$ cat src/rtl/drive_owner_arbiter_if.sv
// Ownership handshake between the shared-net drivers and drive_owner_arbiter.
// master = driver side (raises req, receives grant); slave = arbiter side.
interface drive_owner_arbiter_if #(
   parameter int N_REQ = 4
) ();
   localparam int IW = $clog2(N_REQ);

   logic [N_REQ-1:0] req;
   logic [N_REQ-1:0] grant;
   logic [IW-1:0]    owner_id;
   logic             owner_valid;
   logic             bus_idle;
   logic             timeout;

   modport master (
      output req,
      input  grant, owner_id, owner_valid, bus_idle, timeout
   );

   modport slave (
      input  req,
      output grant, owner_id, owner_valid, bus_idle, timeout
   );
endinterface

$ cat src/rtl/drive_owner_arbiter.sv
// Round-robin owner arbiter for a shared multi-driven net, with TURNAROUND dead cycles between owners.
// Latency: req sampled at edge t -> registered grant at t+1; handover leaves TURNAROUND zero-grant cycles.
// Backpressure: none, req is a held level; `DRIVE_ARB_WATCHDOG_EN bounds ownership to MAX_HOLD cycles.
module drive_owner_arbiter #(
   parameter int N_REQ      = 4,
   parameter int TURNAROUND = 1,
   parameter int MAX_HOLD   = 16
) (
   input logic                  clk,
   input logic                  rst_n,
   drive_owner_arbiter_if.slave bus
);
   localparam int         IW        = $clog2(N_REQ);
   localparam int         TI        = (TURNAROUND > 0) ? TURNAROUND - 1 : 0;
   localparam logic [1:0] TURN_INIT = 2'(TI);

   if (N_REQ < 2 || N_REQ > 16 || TURNAROUND < 0 || TURNAROUND > 3 || MAX_HOLD < 1) begin : g_param_check
      $error("drive_owner_arbiter: parameter out of range");
   end

   typedef enum logic [1:0] {IDLE, OWN, TURN} state_t;

   state_t           state, state_nxt;
   logic [IW-1:0]    rr_ptr, rr_nxt;
   logic [1:0]       turn_cnt, turn_nxt;
   logic [N_REQ-1:0] grant_q, grant_nxt;
   logic [IW-1:0]    owner_q, owner_nxt;
   logic             valid_q, valid_nxt;
   logic             owner_req;
   logic             release_now;
   logic             arb_en;
   logic [N_REQ-1:0] eligible;
   logic [IW:0]      pick;

`ifdef DRIVE_ARB_WATCHDOG_EN
   localparam int HW = $clog2(MAX_HOLD + 1);

   logic [HW-1:0]    hold_cnt, hold_nxt;
   logic [N_REQ-1:0] mask, mask_nxt;
   logic             timeout_q, timeout_nxt;
   logic             force_rel;
`endif

   // Returns {found, index}: first eligible bit at or above ptr, wrapping at N_REQ.
   function automatic logic [IW:0] rr_pick(input logic [N_REQ-1:0] elig, input logic [IW-1:0] ptr);
      logic [IW:0] res;
      int          idx;
      res = '0;
      for (int i = N_REQ - 1; i >= 0; i--) begin
         idx = int'(ptr) + i;
         if (idx >= N_REQ) idx = idx - N_REQ;
         if (elig[idx]) res = {1'b1, IW'(idx)};
      end
      return res;
   endfunction

   always_comb begin
      state_nxt   = state;
      rr_nxt      = rr_ptr;
      turn_nxt    = turn_cnt;
      grant_nxt   = grant_q;
      owner_nxt   = owner_q;
      release_now = 1'b0;
      arb_en      = 1'b0;
      owner_req   = bus.req[owner_q];
`ifdef DRIVE_ARB_WATCHDOG_EN
      hold_nxt    = hold_cnt;
      mask_nxt    = mask & bus.req;
      timeout_nxt = 1'b0;
      force_rel   = 1'b0;
`endif

      case (state)
         OWN: begin
`ifdef DRIVE_ARB_WATCHDOG_EN
            force_rel = owner_req && (hold_cnt == HW'(MAX_HOLD));
            if (!owner_req || force_rel) begin
               release_now = 1'b1;
               if (force_rel) begin
                  mask_nxt[owner_q] = 1'b1;
                  timeout_nxt       = 1'b1;
               end
            end else begin
               hold_nxt = hold_cnt + HW'(1);
            end
`else
            if (!owner_req) release_now = 1'b1;
`endif
         end
         TURN: begin
            if (turn_cnt == 2'd0) arb_en = 1'b1;
            else                  turn_nxt = turn_cnt - 2'd1;
         end
         default: arb_en = 1'b1;
      endcase

      if (release_now) begin
         rr_nxt    = (int'(owner_q) == N_REQ - 1) ? '0 : owner_q + IW'(1);
         grant_nxt = '0;
         owner_nxt = '0;
         if (TURNAROUND > 0) begin
            state_nxt = TURN;
            turn_nxt  = TURN_INIT;
         end else begin
            arb_en = 1'b1;
         end
      end

      // Arbitration sees the post-release pointer and mask so a same-edge handover is fair.
`ifdef DRIVE_ARB_WATCHDOG_EN
      eligible = bus.req & ~mask_nxt;
`else
      eligible = bus.req;
`endif
      pick = rr_pick(eligible, rr_nxt);

      if (arb_en) begin
         if (pick[IW]) begin
            state_nxt = OWN;
            grant_nxt = '0;
            grant_nxt[pick[IW-1:0]] = 1'b1;
            owner_nxt = pick[IW-1:0];
`ifdef DRIVE_ARB_WATCHDOG_EN
            hold_nxt  = HW'(1);
`endif
         end else begin
            state_nxt = IDLE;
            grant_nxt = '0;
            owner_nxt = '0;
         end
      end

      valid_nxt = |grant_nxt;
   end

   always_ff @(posedge clk or negedge rst_n) begin
      if (!rst_n) begin
         state    <= IDLE;
         rr_ptr   <= '0;
         turn_cnt <= '0;
         grant_q  <= '0;
         owner_q  <= '0;
         valid_q  <= 1'b0;
      end else begin
         state    <= state_nxt;
         rr_ptr   <= rr_nxt;
         turn_cnt <= turn_nxt;
         grant_q  <= grant_nxt;
         owner_q  <= owner_nxt;
         valid_q  <= valid_nxt;
      end
   end

`ifdef DRIVE_ARB_WATCHDOG_EN
   always_ff @(posedge clk or negedge rst_n) begin
      if (!rst_n) begin
         hold_cnt  <= '0;
         mask      <= '0;
         timeout_q <= 1'b0;
      end else begin
         hold_cnt  <= hold_nxt;
         mask      <= mask_nxt;
         timeout_q <= timeout_nxt;
      end
   end

   assign bus.timeout = timeout_q;
`else
   assign bus.timeout = 1'b0;
`endif

   assign bus.grant       = grant_q;
   assign bus.owner_id    = owner_q;
   assign bus.owner_valid = valid_q;
   assign bus.bus_idle    = (state != OWN);
endmodule

$ cat src/flat_wrapper.sv
// flat-port wrapper written by rule: the top's interface ports become plain ports
module drive_owner_arbiter_flat 
#(
   parameter int N_REQ      = 4,
   parameter int TURNAROUND = 1,
   parameter int MAX_HOLD   = 16
)
  (clk, rst_n, bus_req, bus_grant, bus_owner_id, bus_owner_valid, bus_bus_idle, bus_timeout);
  drive_owner_arbiter_if #(.N_REQ(N_REQ)) bus_i ();
  input logic clk;
  input logic rst_n;
  input wire logic [$bits(bus_i.req)-1:0] bus_req;
  output wire logic [$bits(bus_i.grant)-1:0] bus_grant;
  output wire logic [$bits(bus_i.owner_id)-1:0] bus_owner_id;
  output wire logic [$bits(bus_i.owner_valid)-1:0] bus_owner_valid;
  output wire logic [$bits(bus_i.bus_idle)-1:0] bus_bus_idle;
  output wire logic [$bits(bus_i.timeout)-1:0] bus_timeout;
  assign bus_i.req = bus_req;
  assign bus_grant = bus_i.grant;
  assign bus_owner_id = bus_i.owner_id;
  assign bus_owner_valid = bus_i.owner_valid;
  assign bus_bus_idle = bus_i.bus_idle;
  assign bus_timeout = bus_i.timeout;
  drive_owner_arbiter #(.N_REQ(N_REQ), .TURNAROUND(TURNAROUND), .MAX_HOLD(MAX_HOLD)) u_core (.clk(clk), .rst_n(rst_n), .bus(bus_i));
endmodule
$ cat config.mk
export PLATFORM = sky130hd
export DESIGN_NAME = drive_owner_arbiter_flat
export DESIGN_NICKNAME = d
export VERILOG_FILES = /design/src/rtl/drive_owner_arbiter_if.sv /design/src/rtl/drive_owner_arbiter.sv /design/src/flat_wrapper.sv
export SDC_FILE = /design/constraint.sdc
export NUM_CORES = 1
export LEC_CHECK = 0
export ABC_CLOCK_PERIOD_IN_PS = 4100
export BUFFER_PORTS_ARGS = -buffer_cell sky130_fd_sc_hd__buf_2
export CORE_MARGIN = 10
export CORE_UTILIZATION = 50
export CTS_BUF_LIST = sky130_fd_sc_hd__clkbuf_16
export CTS_CLUSTER_DIAMETER = 120
export DETAILED_ROUTE_END_ITERATION = 16
export PLACE_DENSITY = 0.79
export SYNTH_ARGS = -nofsm -noshare
export SYNTH_HDL_FRONTEND = slang
export SYNTH_SLANG_ARGS = --single-unit
$ cat constraint.sdc
create_clock -name clk -period 4.1 [get_ports clk]
set_clock_uncertainty 0.05 [all_clocks]
set_input_delay 0.41 -clock clk [delete_from_list [all_inputs] [get_ports clk]]
set_output_delay 0.41 -clock clk [all_outputs]
set_load 0.005 [all_outputs]
Yosys cells after proc, flatten, opt, wreduce, memory -nomap -nowiden
Index checks and enable logic that the tools add are counted.
{ "totals": {"ff_bits": 13, "latch_bits": 0, "mem_bits_rw": 0, "romBits": 0, "inputBits": 6, "output_inout_bits": 9, "wordCells": 79, "memories": 0} }
{ "classes": {"n_addsub": 9, "mul": 0, "n_div": 0, "order_cmp": 11, "eq_ne": 5, "shifts": 0, "n_mux": 42, "bitwise_logic": 0, "n_reduce_logical": 6} }
{ "op_table": {"columns": ["cell", "count"], "rows": [
  ["32-bit by 4-bit less-than comparator with 1-bit output, second input constant", 4],
  ["32-bit 2-to-1 mux", 4],
  ["32-bit by 4-bit greater-or-equal comparator with 1-bit output, second input constant", 3],
  ["32-bit by 4-bit subtractor with 32-bit output, second input constant", 3],
  ["2-bit 2-to-1 mux", 10],
  ["1-bit 2-to-1 mux", 14],
  ["3-bit 2-to-1 mux", 4],
  ["4-bit 2-to-1 mux", 3],
  ["1-bit binary-select mux with 2-bit select", 5],
  ["2-bit by 2-bit adder with 3-bit output, second input constant", 2],
  ["2-bit by 3-bit less-than comparator with 1-bit output, second input constant", 2],
  ["2-bit by 1-bit == test with 1-bit output, second input constant", 2],
  ["2-bit by 1-bit != test with 1-bit output, second input constant", 2],
  ["2-bit nonzero test", 2],
  ["4-bit OR reduction", 1],
  ["2-bit by 3-bit subtractor with 4-bit output, second input constant", 1],
  ["2-bit by 1-bit adder with 3-bit output, second input constant", 1],
  ["2-bit by 3-bit greater-or-equal comparator with 1-bit output, second input constant", 1],
  ["2-bit by 1-bit adder with 2-bit output, second input constant", 1],
  ["1-bit demux with 2-bit select", 1],
  ["2-bit == test, second input constant", 1],
  ["2-bit by 1-bit greater-or-equal comparator with 1-bit output, second input constant", 1],
  ["2-bit logical NOT", 1],
  ["1-bit case mux with 2 select lines", 1],
  ["other kinds (3)", 3]
]} }

Logic depth before layout (Yosys ltp)
Gate-level depths: netlist of the first run.
{ "depth": {"word_depth": 22, "ltp_mapped": 8, "mapped_depth_nobuf": 8} }

Least setup slack after synthesis of the first run
Ideal clock, no wire load.
{ "synth_path": {"kind": "register -> register", "start": "register u_core.owner_q[0], in the netlist u_core.bus.owner_id[0]", "end": "register u_core.grant_q[2], in the netlist u_core.bus.grant[2]", "setup_time_ps": 122, "t_arrival_ps": 2028, "required_ps": 3928, "setup_slack_ps": 1900, "stages_incl_launch_ff": 7, "path_buffers": 0, "period_less_slack_ps": 2200, "path_cell_list": "dfrtp_1 -> or3b_4 -> o22ai_4 -> mux2i_1 -> o221ai_1 -> a21o_1 -> a32o_1"} }
{ "synth_between": {"elab_chain_cells": 21, "word_cells_on_any_way": 47, "cone_classes": "8 x add/sub; 6 x order compare; 1 x eq/ne; 31 x mux; 1 x reduce/logical"} }
{ "synth_lines": {"columns": ["element", "line_no", "source"], "rows": [
  ["start: declaration", "drive_owner_arbiter.sv:27", "logic [IW-1:0] owner_q, owner_nxt;"],
  ["start signal: assignment", "drive_owner_arbiter.sv:149", "owner_q <= owner_nxt;"],
  ["1-bit binary-select mux with 2-bit select", "drive_owner_arbiter.sv:65", "owner_req = bus.req[owner_q];"],
  ["1-bit 2-to-1 mux (implied by the code)", "drive_owner_arbiter.sv:65", null],
  ["1-bit 2-to-1 mux", "drive_owner_arbiter.sv:87", "if (!owner_req) release_now = 1'b1;"],
  ["1-bit 2-to-1 mux", "drive_owner_arbiter.sv:73", "case (state)"],
  ["2-bit 2-to-1 mux", "drive_owner_arbiter.sv:97", "if (release_now) begin"],
  ["2-bit by 2-bit adder with 3-bit output", "drive_owner_arbiter.sv:50", "idx = int'(ptr) + i;"],
  ["32-bit by 4-bit subtractor with 32-bit output / 32-bit by 4-bit greater-or-equal comparator with 1-bit output (equally long branches)", "drive_owner_arbiter.sv:51", "if (idx >= N_REQ) idx = idx - N_REQ;"],
  ["32-bit 2-to-1 mux", "drive_owner_arbiter.sv:51", null],
  ["[... 3 more ...]", null, null],
  ["3-bit 2-to-1 mux (4 in a row)", "drive_owner_arbiter.sv:52", "if (elig[idx]) res = {1'b1, IW'(idx)};"],
  ["2-bit by 3-bit less-than comparator with 1-bit output (implied by the code) / 2-bit by 1-bit greater-or-equal comparator with 1-bit output (equally long branches)", "drive_owner_arbiter.sv:121", "grant_nxt[pick[IW-1:0]] = 1'b1;"],
  ["1-bit logical AND (implied by the code)", "drive_owner_arbiter.sv:121", null],
  ["1-bit 2-to-1 mux (implied by the code)", "drive_owner_arbiter.sv:121", null],
  ["1-bit demux with 2-bit select", null, null],
  ["4-bit 2-to-1 mux", "drive_owner_arbiter.sv:118", "if (pick[IW]) begin"],
  ["4-bit 2-to-1 mux *", "drive_owner_arbiter.sv:117", "if (arb_en) begin"],
  ["via u_core.grant_nxt[2]", "drive_owner_arbiter.sv:26", "logic [N_REQ-1:0] grant_q, grant_nxt;"],
  ["end signal: assignment", "drive_owner_arbiter.sv:148", "grant_q <= grant_nxt;"],
  ["end: declaration", "drive_owner_arbiter.sv:26", null]
]} }
The timed path passes the listed nets; every way through them passes the cells marked *. The select of a mux whose other input is x is not followed.
A chain may end at the register's enable or synchronous reset.

Worst setup path after layout of the first run
Ends and elaborated chain as after synthesis.

==> results.txt, run 1 <==
The flow ran to the end, but the final reports show violations. The checks that failed: hold timing. The first-pass GRT wire length came out at 2880 um. Traced cell by cell, the critical path runs through or3b_4 > o22ai_4 > mux2i_1 > o221ai_1 > a21o_1 > a32o_1. The total overflow left after global routing is 0. The die width works out to 59.2 um.

The type of the setup path with the least slack was register to register. At the worst endpoint, the required time is 4.17 ns. The maximum count of clock buffers along a single path is 2. The worst relative slew slack is 63.5%. TritonCTS built the clock tree. Number of iterations in the first detailed-routing pass: 5. The hold slack came out at -0.00461 ns.

The run gives 0 as the buffer count from post-CTS setup fixing. For the total negative setup slack, the log shows 0 ns. The count of buffers from port buffering was 13.

The largest single stage delay on the critical path is 0.47 ns. The logs give 0 for the residual DRC count and 0 for the count of warnings emitted by yosys. The count of final max-slew check failures was 0.

For the worst-skew pair, the clock arrives at the later sink with an insertion delay of 0.24 ns. The flip-flop cell with the highest count after synthesis is dfrtp_1. The worst-case reg-to-reg path depth came out at 6. After detailed routing, the number of vias per cell comes to 6.09. The routability-driven placement congestion ratio is 0.766, and the largest net degree at the start of global routing is 14.

Counting the fill cells in the layout gives 120. Clock-pin slew was measured on the worst setup and hold paths at 0.05 ns. The synthesis-stage register bit count was 13; the total power was 0.000756 W. STA classifies the critical path endpoint as a register. The measured slew at the worst slew-check pin was 0.540 ns. Count of unique library cells instantiated by Yosys: 29. The largest fanout on the critical path came out at 9. The final HPWL from detailed placement was 1240 um.

In the synthesized netlist, the number of instances is 78. The die covers 0.00350 mm^2. For this design the ratio of total power to cell area is 826 mW/mm^2. Library cell contributing the largest single delay on the critical path: dfrtp_1. The classification of the worst-slack hold path is input pin to asynchronous set/reset pin.

Worst IR drop on VDD: 0.000453 V. Yosys mapped a number of flops with a built-in enable equal to 0. The detail route stage leaves a number of antenna-violating nets equal to 0.

The number of sinks handled by clock tree synthesis came out at 13. The logs give 0.00147 mm^2 for the area of the core region and 10.3% for the overall routing resource usage. The hold buffer count at cts is 0.

Via count of the first global-routing pass: 666. The number of antenna diodes in the final layout is 0. Cells with a size suffix above 1 make up 22.6% of the layout. Summed over all layers, the routed wires come to 1690 um. The number of antenna violations at the first check in global routing was 0; the highest attainable clock frequency was 417 MHz. Averaged over all synthesized cells, the footprint is 9.85 um^2. The tree is rooted in a clkbuf_16. The number of placed instances with taps included is 105. Cell family contributing the most delay on the critical path: compound AO/OA/AOI/OAI gates. The floorplan step set the die height to 59.2 um.

The tools report the initial cell density of the core as 52.2%. The wire length per cell is 15.5 um, and the number of nets at the end of the flow is 102. The run gives 0 as the final setup violation count.

Across the run, the number of max-cap violations was 0. Detailed routing inserted a total of 664 vias. The run gives 109 as the final non-filler cell total. For the finished layout, the period the worst path requires is 2.40 ns.

The worst setup path is launched from a register. Leaving out fill and tap cells, the most frequent cells in the layout are 13 x buf_2, 13 x dfrtp_1, 7 x a21oi_1. The floorplan has 14 rows. For the number of cells upsized or downsized after cts, the log shows 0. The sum of buffers and inverters on the critical path is 0, and the deepest level of the CTS H-tree is 1. In this run the count of I/O pins placed on the die edge is 15. The synthesized netlist occupies a cell area of 768 um^2.

Summed over all cells, the static leakage comes to 0.423 nW. From synthesis to final layout, the design area changed by 19.1%. The logs give 13 for the final-report hold violation count and 2.47 ns for the arrival time reported for the critical path endpoint.

When the netlist entered floorplanning its net count stood at 86. Of all flip-flops after synthesis, the portion carrying an async set or reset was 100%. Setup repair after global routing left no endpoint under its margin. The depth of the critical timing path with buffers and inverters included works out to 6.

Of the available clock period, the critical path in the final layout requires 58.5%. For the sequential-to-total area share from yosys stat, the log shows 42.3%. In this run, CTS created clock tree buffers numbering 3.

In this run, the number of DRC markers left after iteration 0 of detailed routing was 15.
layout make-up:
type,instances,area (um^2),share of cell area (%)
Inverter,5,18.8,2.05
Clock inverter,1,5.00,0.547
Clock buffer,3,75.1,8.21
Tap cell,16,20.0,2.19
Timing Repair Buffer,13,65.1,7.11
Sequential cell,13,325,35.6
Multi-Input combinational cell,58,405,44.3
Yosys cell counts, drive strengths merged, types with 3 or more instances:
master,count,area [um^2]
a21oi,7,35.0
dfrtp,13,325
inv,5,18.8
mux2i,6,60.1
nand2,6,22.5
nand2b,4,25.0
nor2,6,22.5
o21ai,5,25.0
o22ai,3,32.5
metal layers:
metal / GRT usage, % / up-vias / part of all wire [%]
met5: 0 / - / 0
met4: 3.93 / 0 / 0.47
met3: 4.08 / 2 / 6.1
met2: 14.9 / 25 / 48
met1: 13.3 / 322 / 45
li1: - / 315 / -
worst register-to-register path: stages, from the launching register on:
cell and delay (ns):
dfrtp_1 0.47, or3b_4 0.44, o22ai_4 0.22, mux2i_1 0.40
o221ai_1 0.22, a21o_1 0.22, a32o_1 0.26
path summary, 6_finish.rpt:
kind | slack (ns) | to | startpoint
worst max-delay path | 1.70 | u_core.bus.grant[2] | u_core.bus.owner_id[0]
worst min-delay path | -0.005 | u_core.rr_ptr[0] | rst_n
worst max register to register | 1.70 | u_core.bus.grant[2] | u_core.bus.owner_id[0]
worst min register to register | 0.48 | u_core.bus.owner_valid | u_core.bus.grant[1]
max in group asynchronous | 3.78 | u_core.turn_cnt[1] | rst_n
min in group clk | 0.46 | u_core.bus.owner_valid | bus_req[0]
state kept, by name, summed over array words and instances, names as in the netlist:
signal                  count
u_core.bus.grant            4
u_core.bus.owner_id         2
u_core.rr_ptr               2
u_core.state                2
u_core.turn_cnt             2
u_core.bus.owner_valid      1
power breakdown:
part | internal (W) | switching [W] | leakage (nW)
registers | 0.000177 | 0.0000516 | 0.165
logic | 0.000156 | 0.000188 | 0.217
clock network | 0.000130 | 0.0000539 | 0.0409
logic make-up (layout without fill, tap and decap cells):
family	count (synthesis)	count (layout)	share of synthesized area (%)
AO/OA/AOI/OAI	26	26	24.3
adder cells (fa/ha/maj)	2	2	3.26
buffers and inverters	7	22	4.89
flip-flops	13	13	42.3
multiplexers	8	8	10.7
other	1	1	0.488
AND/OR/NAND/NOR	21	21	14.0
metrics by stage:
step	util (%)	worst slack (ns)	area (um^2)
after floorplan	-	1.90	768
after global placement	56.7	1.79	835
after detailed placement	56.7	1.72	835
after CTS	62.2	1.71	915
after global routing	62.2	1.58	915
final	62.2	1.70	915
(Power assumes the default switching activity.)
==> run 2, diff against run 1 <==
--- a/config.mk
+++ b/config.mk
@@ -5,7 +5,7 @@
 export SDC_FILE = /design/constraint.sdc
 export NUM_CORES = 1
 export LEC_CHECK = 0
-export ABC_CLOCK_PERIOD_IN_PS = 4100
+export ABC_CLOCK_PERIOD_IN_PS = 2370
 export BUFFER_PORTS_ARGS = -buffer_cell sky130_fd_sc_hd__buf_2
 export CORE_MARGIN = 10
 export CORE_UTILIZATION = 50
==> constraint.sdc (replaced) <==
create_clock -name clk -period 2.37 [get_ports clk]
set_clock_uncertainty 0.05 [all_clocks]
set_input_delay 0.237 -clock clk [delete_from_list [all_inputs] [get_ports clk]]
set_output_delay 0.237 -clock clk [all_outputs]
set_load 0.005 [all_outputs]
==> run 2 against run 1 <==
Compared with the run above: the flow now finishes without violations; highest routed layer unchanged; flip-flop and latch count stayed put; hold slack improved by 0.32 ns; critical path depth stayed put; critical path type unchanged; power increased by 79%; first-iteration DRC count is the same.
==> results.txt, run 2 (synthesis results as in run 1) <==
The run gives 0.00147 mm^2 (unchanged) as the area of the core region. The final-report hold violation count is 0 (-13), and the largest fanout on the critical path is 5 (-4). The worst setup path is launched from a register. Traced cell by cell, the critical path runs through mux2_2 > o22ai_4 > mux2i_2 > o221ai_1 > a21o_1 > a32o_1. The overall routing resource usage came out at 11.1% (+0.84 points).

Library cell used as clock root buffer: clkbuf_16. The logs give 52.2% (unchanged) for the initial cell density of the core and 53.9% (-9.6 points) for the worst relative slew slack. The die width is 59.2 um (unchanged), and the measured slew at the worst slew-check pin is 0.682 ns (+0.142 ns). The setup slack of the most critical reg-to-reg path is 0.14 ns (-1.56 ns), and the leakage power is 0.439 nW (+3.9%).

The worst-case reg-to-reg path depth was 6 (unchanged). The tools report the routability-driven placement congestion ratio as 0.830 (+8.4%). The number of antenna violations at the first check in global routing is 0 (unchanged). I/O pin count: 15 (unchanged). The overflow left after global routing was 0 (unchanged). The total via count after detailed routing is 651 (-2.0%), and the highest attainable clock frequency is 449 MHz (+7.7%). The final worst-path cycle share was 93.9% (+35 points). For the number of sinks handled by clock tree synthesis, the log shows 13 (unchanged). The worst setup path is captured at a register.

The share of post-route cells with drive strength above 1 works out to 25.0% (+2.4 points). The iteration-0 DRC count of the detailed router came out at 15 (unchanged). The number of cells on the worst hold path is 3. The logs give 14 (unchanged) for the total number of placement rows and 3080 um (+7.2%) for the first-pass GRT wire length. For the total wire length after detailed routing, the log shows 1770 um (+5.0%).

In the layout the commonest cells are 13 x buf_2, 13 x dfrtp_1. The average via count per standard cell came out at 5.81 (-4.6%). The maximum count of clock buffers along a single path is 2 (unchanged), and the deepest level of the CTS H-tree is 1 (unchanged). Number of filler cells placed in the layout: 133 (+11%). The tools report the final HPWL from detailed placement as 1330 um (+7.1%). The startpoint identified for the worst hold timing path is bus_req[0]. TritonCTS built the clock tree. Growth of design area from synthesis to finish: 23.1%.

The insertion delay to the later sink of the worst-skew pair was 0.24 ns (about the same). The final setup violation count is 0 (unchanged). The critical path is of the register to register type. Post-route antenna net violation count: 0 (unchanged). For the number of buffers created by CTS, the log shows 3 (unchanged). The library cell contributing the largest single delay on the critical path was dfrtp_1. The final non-filler cell total is 112 (+2.8%), and the number of placed instances with taps included is 107 (+1.9%). The vertical die dimension works out to 59.2 um (unchanged). The final critical path time including I/O delays and setup works out to 2.23 ns (-0.172 ns). Required time of the critical path: 2.44 ns (-1.73 ns). The cell family contributing the most delay on the critical path is compound AO/OA/AOI/OAI gates. The number of iterations in the first detailed-routing pass is 4 (-1), and the count of buffers from port buffering is 13 (unchanged). The residual DRC count was 0 (unchanged). The logs give 0.0872 ns (-1.63 ns) for the worst slack after detailed placement and 0.144 ns (-1.56 ns) for the worst setup slack after layout. The arrival time reported for the critical path endpoint is 2.30 ns (-0.17 ns).

For the number of nets at the end of the flow, the log shows 105 (+2.9%). The reg-to-reg critical path startpoint is u_core.bus.owner_id[1]. The worst hold path terminates at u_core.bus.owner_valid. The number of antenna cells inserted was 0 (unchanged).

The clock slew at the register clock pins of the worst setup and hold paths works out to 0.05 ns (about the same). The largest stage delay on the critical path works out to 0.41 ns (-0.06 ns). For the total die area, the log shows 0.00350 mm^2 (unchanged). The tools report the total of max-cap violations as 0 (unchanged). The endpoint of the worst-slack reg-to-reg timing path is u_core.bus.grant[2]. For the via count of the first global-routing pass, the log shows 666 (unchanged). The core occupancy in the finished layout came out at 64.3% (+2.1 points). Count of final max-slew check failures: 0 (unchanged).

The worst IR drop on VDD is 0.000929 V (+110%), and the number of flip-flops under the largest register name is 4 (unchanged). Setup repair after global routing could not meet its margin everywhere. Largest net degree at the start of global routing: 14 (unchanged). The total power per unit cell area is 1430 mW/mm^2 (+74%). The path class of the tightest hold or removal check is input pin to register. The wire length per cell is 15.8 um (+2.2%). The sum of buffers and inverters on the critical path was 0 (unchanged). The flow ran to the end, and the final reports show no timing, DRC or antenna violations.
## run 2: cell types whose count changed in the layout (fill, tap and decap cells not counted)
cell           change
buf_4              +2
mux2i_1            -1
a21oi_2            +1
a21oi_1            -1
clkinv_2           -1
dlygate4sd3_1      +1
mux2i_2            +1
inv_1              +1
## run 2: worst min-delay path: stages
cell	delay, ns
buf_2	0.13
o41ai_1	0.13
nand2_1	0.07
## run 2: final cells by class
cell class / instances / area [um^2] / share of cell area [%]
clock inverters: 1 / 3.75 / 0.397
repair buffers: 16 / 90.1 / 9.52
flip-flops and latches: 13 / 325 / 34.4
well taps: 16 / 20.0 / 2.12
inverters: 5 / 18.8 / 1.98
multi-input cells: 58 / 413 / 43.7
clock buffers: 3 / 75.1 / 7.94
## run 2: stage by stage
step                      area (um^2)  hold WS [ns]  total power (W)  TNS [ns]
after floorplan                   768        -0.109         0.000829         0
after global placement            850        0.0892         0.000999         0
after detailed placement          850        0.0891          0.00102         0
after CTS                         938         0.301          0.00134         0
after global routing              946         0.336          0.00147   -0.0277
final                             946         0.313          0.00136         0
## run 2: worst max path at each step
stage / from / endpoint / cells past startpoint
finish: u_core.bus.owner_id[1] / u_core.bus.grant[2] / 6
global route: u_core.bus.owner_id[1] / u_core.bus.grant[1] / 6
CTS: u_core.bus.owner_id[1] / u_core.bus.grant[2] / 6
detailed placement: u_core.bus.owner_id[1] / u_core.bus.grant[2] / 6
global placement: u_core.bus.owner_id[1] / u_core.bus.grant[2] / 6
floorplan: u_core.bus.owner_id[0] / u_core.bus.grant[2] / 6
## run 2: power by group
part / internal (W) / switching [W] / leakage, nW / total [W]
Combinational: 0.000303 / 0.000363 / 0.232 / 0.000666
Clock: 0.000222 / 0.0000901 / 0.0423 / 0.000312
Sequential: 0.000306 / 0.0000721 / 0.165 / 0.000378
Total: 0.000831 / 0.000525 / 0.439 / 0.00136
## run 2: timing repair
item,in CTS,in global routing
buffers inserted,0,0
endpoints found under the hold margin,13,0
hold buffers,1,0
gates resized for setup,0,2
endpoints found under the setup margin,0,5
## run 2: routing by layer
metal,wire (um),vias up,track usage [%]
met3,96,2,4.29
met5,0,-,0
li1,-,325,-
met2,781,12,16.8
met4,13,0,3.93
met1,880,312,14.0
==> run 3, diff against run 2 <==
--- a/config.mk
+++ b/config.mk
@@ -5,14 +5,15 @@
 export SDC_FILE = /design/constraint.sdc
 export NUM_CORES = 1
 export LEC_CHECK = 0
+export ABC_AREA = 1
 export ABC_CLOCK_PERIOD_IN_PS = 2370
 export BUFFER_PORTS_ARGS = -buffer_cell sky130_fd_sc_hd__buf_2
 export CORE_MARGIN = 10
 export CORE_UTILIZATION = 50
-export CTS_BUF_LIST = sky130_fd_sc_hd__clkbuf_16
+export CTS_BUF_LIST = sky130_fd_sc_hd__clkbuf_2 sky130_fd_sc_hd__clkbuf_4 sky130_fd_sc_hd__clkbuf_8
 export CTS_CLUSTER_DIAMETER = 120
 export DETAILED_ROUTE_END_ITERATION = 16
-export PLACE_DENSITY = 0.79
+export PLACE_DENSITY = 0.77
 export SYNTH_ARGS = -nofsm -noshare
 export SYNTH_HDL_FRONTEND = slang
 export SYNTH_SLANG_ARGS = --single-unit
==> constraint.sdc (replaced) <==
create_clock -name clk -period 2.37 [get_ports clk]
set_clock_uncertainty 0.05 [all_clocks]
set_input_delay 0.1185 -clock clk [delete_from_list [all_inputs] [get_ports clk]]
set_output_delay 0.1185 -clock clk [all_outputs]
set_load 0.005 [all_outputs]
==> run 3 against run 2 <==
Compared with the run above: via count grew 44%; routed wire length grew 24%; synthesized cell count grew 82%; flip-flop and latch count is the same; utilization fell by 3.1 points; non-clock buffer count increased by 1; critical path depth up 11; synthesized area increased by 32%; clock-buffer cell count grew 1; register-to-register slack better by 0.04 ns; worst setup slack better by 0.044 ns; hold slack got worse by 0.12 ns; critical endpoint is now u_core.bus.owner_valid; largest cell class unchanged.
==> results.txt, run 3 <==
The flow ran to the end, and the final reports show no timing, DRC or antenna violations. The vertical die dimension was 65.0 um (+9.7%); the final worst-path cycle share was 92.1% (-1.9 points). The largest fanout on the critical path came out at 9 (+4). The clock slew at the register clock pins of the worst setup and hold paths was 0.08 ns (+0.03 ns); the wire length per cell was 11.6 um (-27%). The first-pass GRT wire length is 3620 um (+17%), and the core occupancy in the finished layout is 61.1% (-3.1 points). By count the netlist is led by 46 x nand2_1, 20 x inv_1, 13 x dfrtp_1, 13 x nand2_2, 11 x nand3_1. The total of max-cap violations was 0 (unchanged).

The sequential-to-total area share from yosys stat was 32.2% (-10 points). The run gives 0 (unchanged) as the number of antenna violations at the first check in global routing. Sorting the synthesized cells by area gives the leading types as dfrtp_1 32%, nand2_1 17%, nand2_2 8.0%. The total die area was 0.00422 mm^2 (+20%); the maximum count of clock buffers along a single path was 2 (unchanged).

The number of flip-flops under the largest register name is 4 (unchanged), and the residual DRC count is 0 (unchanged). The worst setup path is of the register to register kind. The area of the core region came out at 0.00194 mm^2 (+32%). Number of antenna cells inserted: 0 (unchanged). The worst setup path is captured at a register. The largest total area in the synthesized netlist belongs to dfrtp_1. Share of post-route cells with drive strength above 1: 34.6% (+9.6 points). The synthesis-stage register bit count is 13 (unchanged), and the share of synthesized registers carrying an async set or reset is 100% (unchanged). For the total number of placement rows, the log shows 16 (+2). The iteration-0 DRC count of the detailed router was 35 (+20). The top cell types in the final layout, fill and taps aside, are 43 x nand2_1, 20 x inv_1, 16 x nand2_2.

The net count of the mapped netlist was 150 (+74%); the final HPWL from detailed placement was 1700 um (+28%). From synthesis to final layout, the design area changed by 17.5%. The overall routing resource usage was 10.3% (-0.79 points). The average via count per standard cell is 4.96 (-15%).

The logs give 892 (+34%) for the via count of the first global-routing pass and 52.1% (-0.15 points) for the initial cell density of the core. The hold slack is 0.195 ns (-0.118 ns). The largest net degree at the start of global routing was 14 (unchanged); the count of buffers from port buffering was 13 (unchanged). The final critical path time including I/O delays and setup works out to 2.18 ns (-0.0441 ns).

The I/O pin count was 15 (unchanged). For the post-route antenna net violation count, the log shows 0 (unchanged). The insertion delay to the later sink of the worst-skew pair is 0.28 ns (+0.04 ns).

For the total via count after detailed routing, the log shows 937 (+44%). The library cell used as clock root buffer was clkbuf_4. The total wire length after detailed routing was 2190 um (+24%). Highest attainable clock frequency: 458 MHz (+2.0%).

The area share of the leading cell type in the synthesized netlist is 32.2% (-10 points). The count of warnings emitted by yosys was 0 (unchanged); the count of final max-slew check failures was 0 (unchanged). The arrival time reported for the critical path endpoint is 2.30 ns (about the same), and the final non-filler cell total is 189 (+69%). The routability-driven placement congestion ratio was 0.836 (+0.77%); the count of unique library cells instantiated by Yosys was 22 (-24%). The run gives 0 (unchanged) as the final-report hold violation count.

TritonCTS built the clock tree. The number of nets at the end of the flow is 171 (+63%), and the count of flip-flops with a built-in enable after synthesis is 0 (unchanged). The die width came out at 65.0 um (+9.7%).

STA classifies the critical path startpoint as a register. The final setup violation count was 0 (unchanged). The number of sinks handled by clock tree synthesis is 13 (unchanged).

The most used flip-flop cell after synthesis is dfrtp_1. For the number of buffers created by CTS, the log shows 3 (unchanged). The most frequent cell after synthesis was nand2_1.

The library cell used most frequently in the layout, excluding fill and tap cells, is nand2_1. The cell area after technology mapping was 0.00101 mm^2 (+32%); the number of placed instances with taps included was 181 (+69%). The deepest level of the CTS H-tree came out at 1 (unchanged).

The run gives 5 (+1) as the number of iterations in the first detailed-routing pass. Classification of the worst-slack hold path: input pin to asynchronous set/reset pin. Average instance area after synthesis: 7.12 um^2 (-28%). The overflow left after global routing came out at 0 (unchanged). The required time of the critical path is 2.49 ns (+0.05 ns), and the number of filler cells placed in the layout is 192 (+44%). Number of cells produced by synthesis: 142 (+82%).
[run 3: cell count changes after synthesis, sizes merged, moves of 6 or more]
cell / delta
a21oi: -7
nand3: +16
nor2: +6
mux2i: -6
inv: +16
nand2: +58
[run 3: timing repair]
item	CTS	global route
endpoints found under the setup margin	0	1
gates resized for setup	0	7
hold endpoints to repair	13	0
hold buffers	1	0
buffers inserted	0	3
[run 3: kinds of logic after synthesis]
| logic type | share of synthesized area (%) |
|---|---|
| and+or+nand+nor | 49.6 |
| buffers and inverters | 8.54 |
| DFF | 32.2 |
| AOI/OAI and AO/OA | 6.81 |
| adders and majority gates | 2.47 |
| other | 0.371 |
[run 3: metrics by stage]
stage | setup WS [ns] | cell area (um^2) | TNS, ns
6_report | 0.188 | 1190 | 0
2_1_floorplan | 0.372 | 1010 | 0
5_1_grt | -0.0336 | 1190 | -0.0336
3_3_place_gp | 0.267 | 1100 | 0
4_1_cts | 0.186 | 1140 | 0
3_5_place_dp | 0.205 | 1100 | 0
[run 3: path summary, 6_finish.rpt]
kind / start / end / slack [ns] / cells past startpoint
worst min-delay path: rst_n / u_core.bus.grant[3] / 0.19 / 2
min in group clk: bus_req[3] / u_core.state[1] / 0.38 / 6
worst max register to register: u_core.bus.owner_id[0] / u_core.bus.owner_valid / 0.19 / 17
worst min register to register: u_core.bus.grant[0] / u_core.bus.grant[0] / 0.47 / 2
max in group asynchronous: rst_n / u_core.bus.owner_id[0] / 1.83 / 2
worst max-delay path: u_core.bus.owner_id[0] / u_core.bus.owner_valid / 0.19 / 17
[run 3: final cells by class]
type / count / area, um^2 / share of cell area [%]
clock buffers: 4 / 30.0 / 2.53
multi-input cells: 107 / 621 / 52.3
inverters: 21 / 78.8 / 6.64
repair buffers: 17 / 97.6 / 8.22
well taps: 27 / 33.8 / 2.85
flip-flops and latches: 13 / 327 / 27.5
[run 3: per-layer routing]
metal	track usage [%]	up-vias	share of wire (%)
met5	0	-	0
met4	3.48	0	0.78
met1	11.6	430	43
met2	17.5	24	47
li1	-	480	-
met3	4.12	3	8.3
[run 3: worst max-delay path, stage by stage (launching register included)]
cell and delay, ns:
dfrtp_2 0.45, ha_1 0.22, nor2_2 0.13, nand3_2 0.11
nand2_4 0.14, nand2_1 0.10, nand2_2 0.10, nand2_2 0.06
nand2_2 0.08, inv_1 0.06, nand2_1 0.05, nand2_1 0.06
nand2_2 0.07, nand2_1 0.09, nand3_2 0.09, nand2_2 0.06
nor2_1 0.10, nand2_1 0.05
Power of run 3 is left out: the tool's default activity adds up to more than one toggle a clock period on the data nets, which glitch-free logic cannot reach.
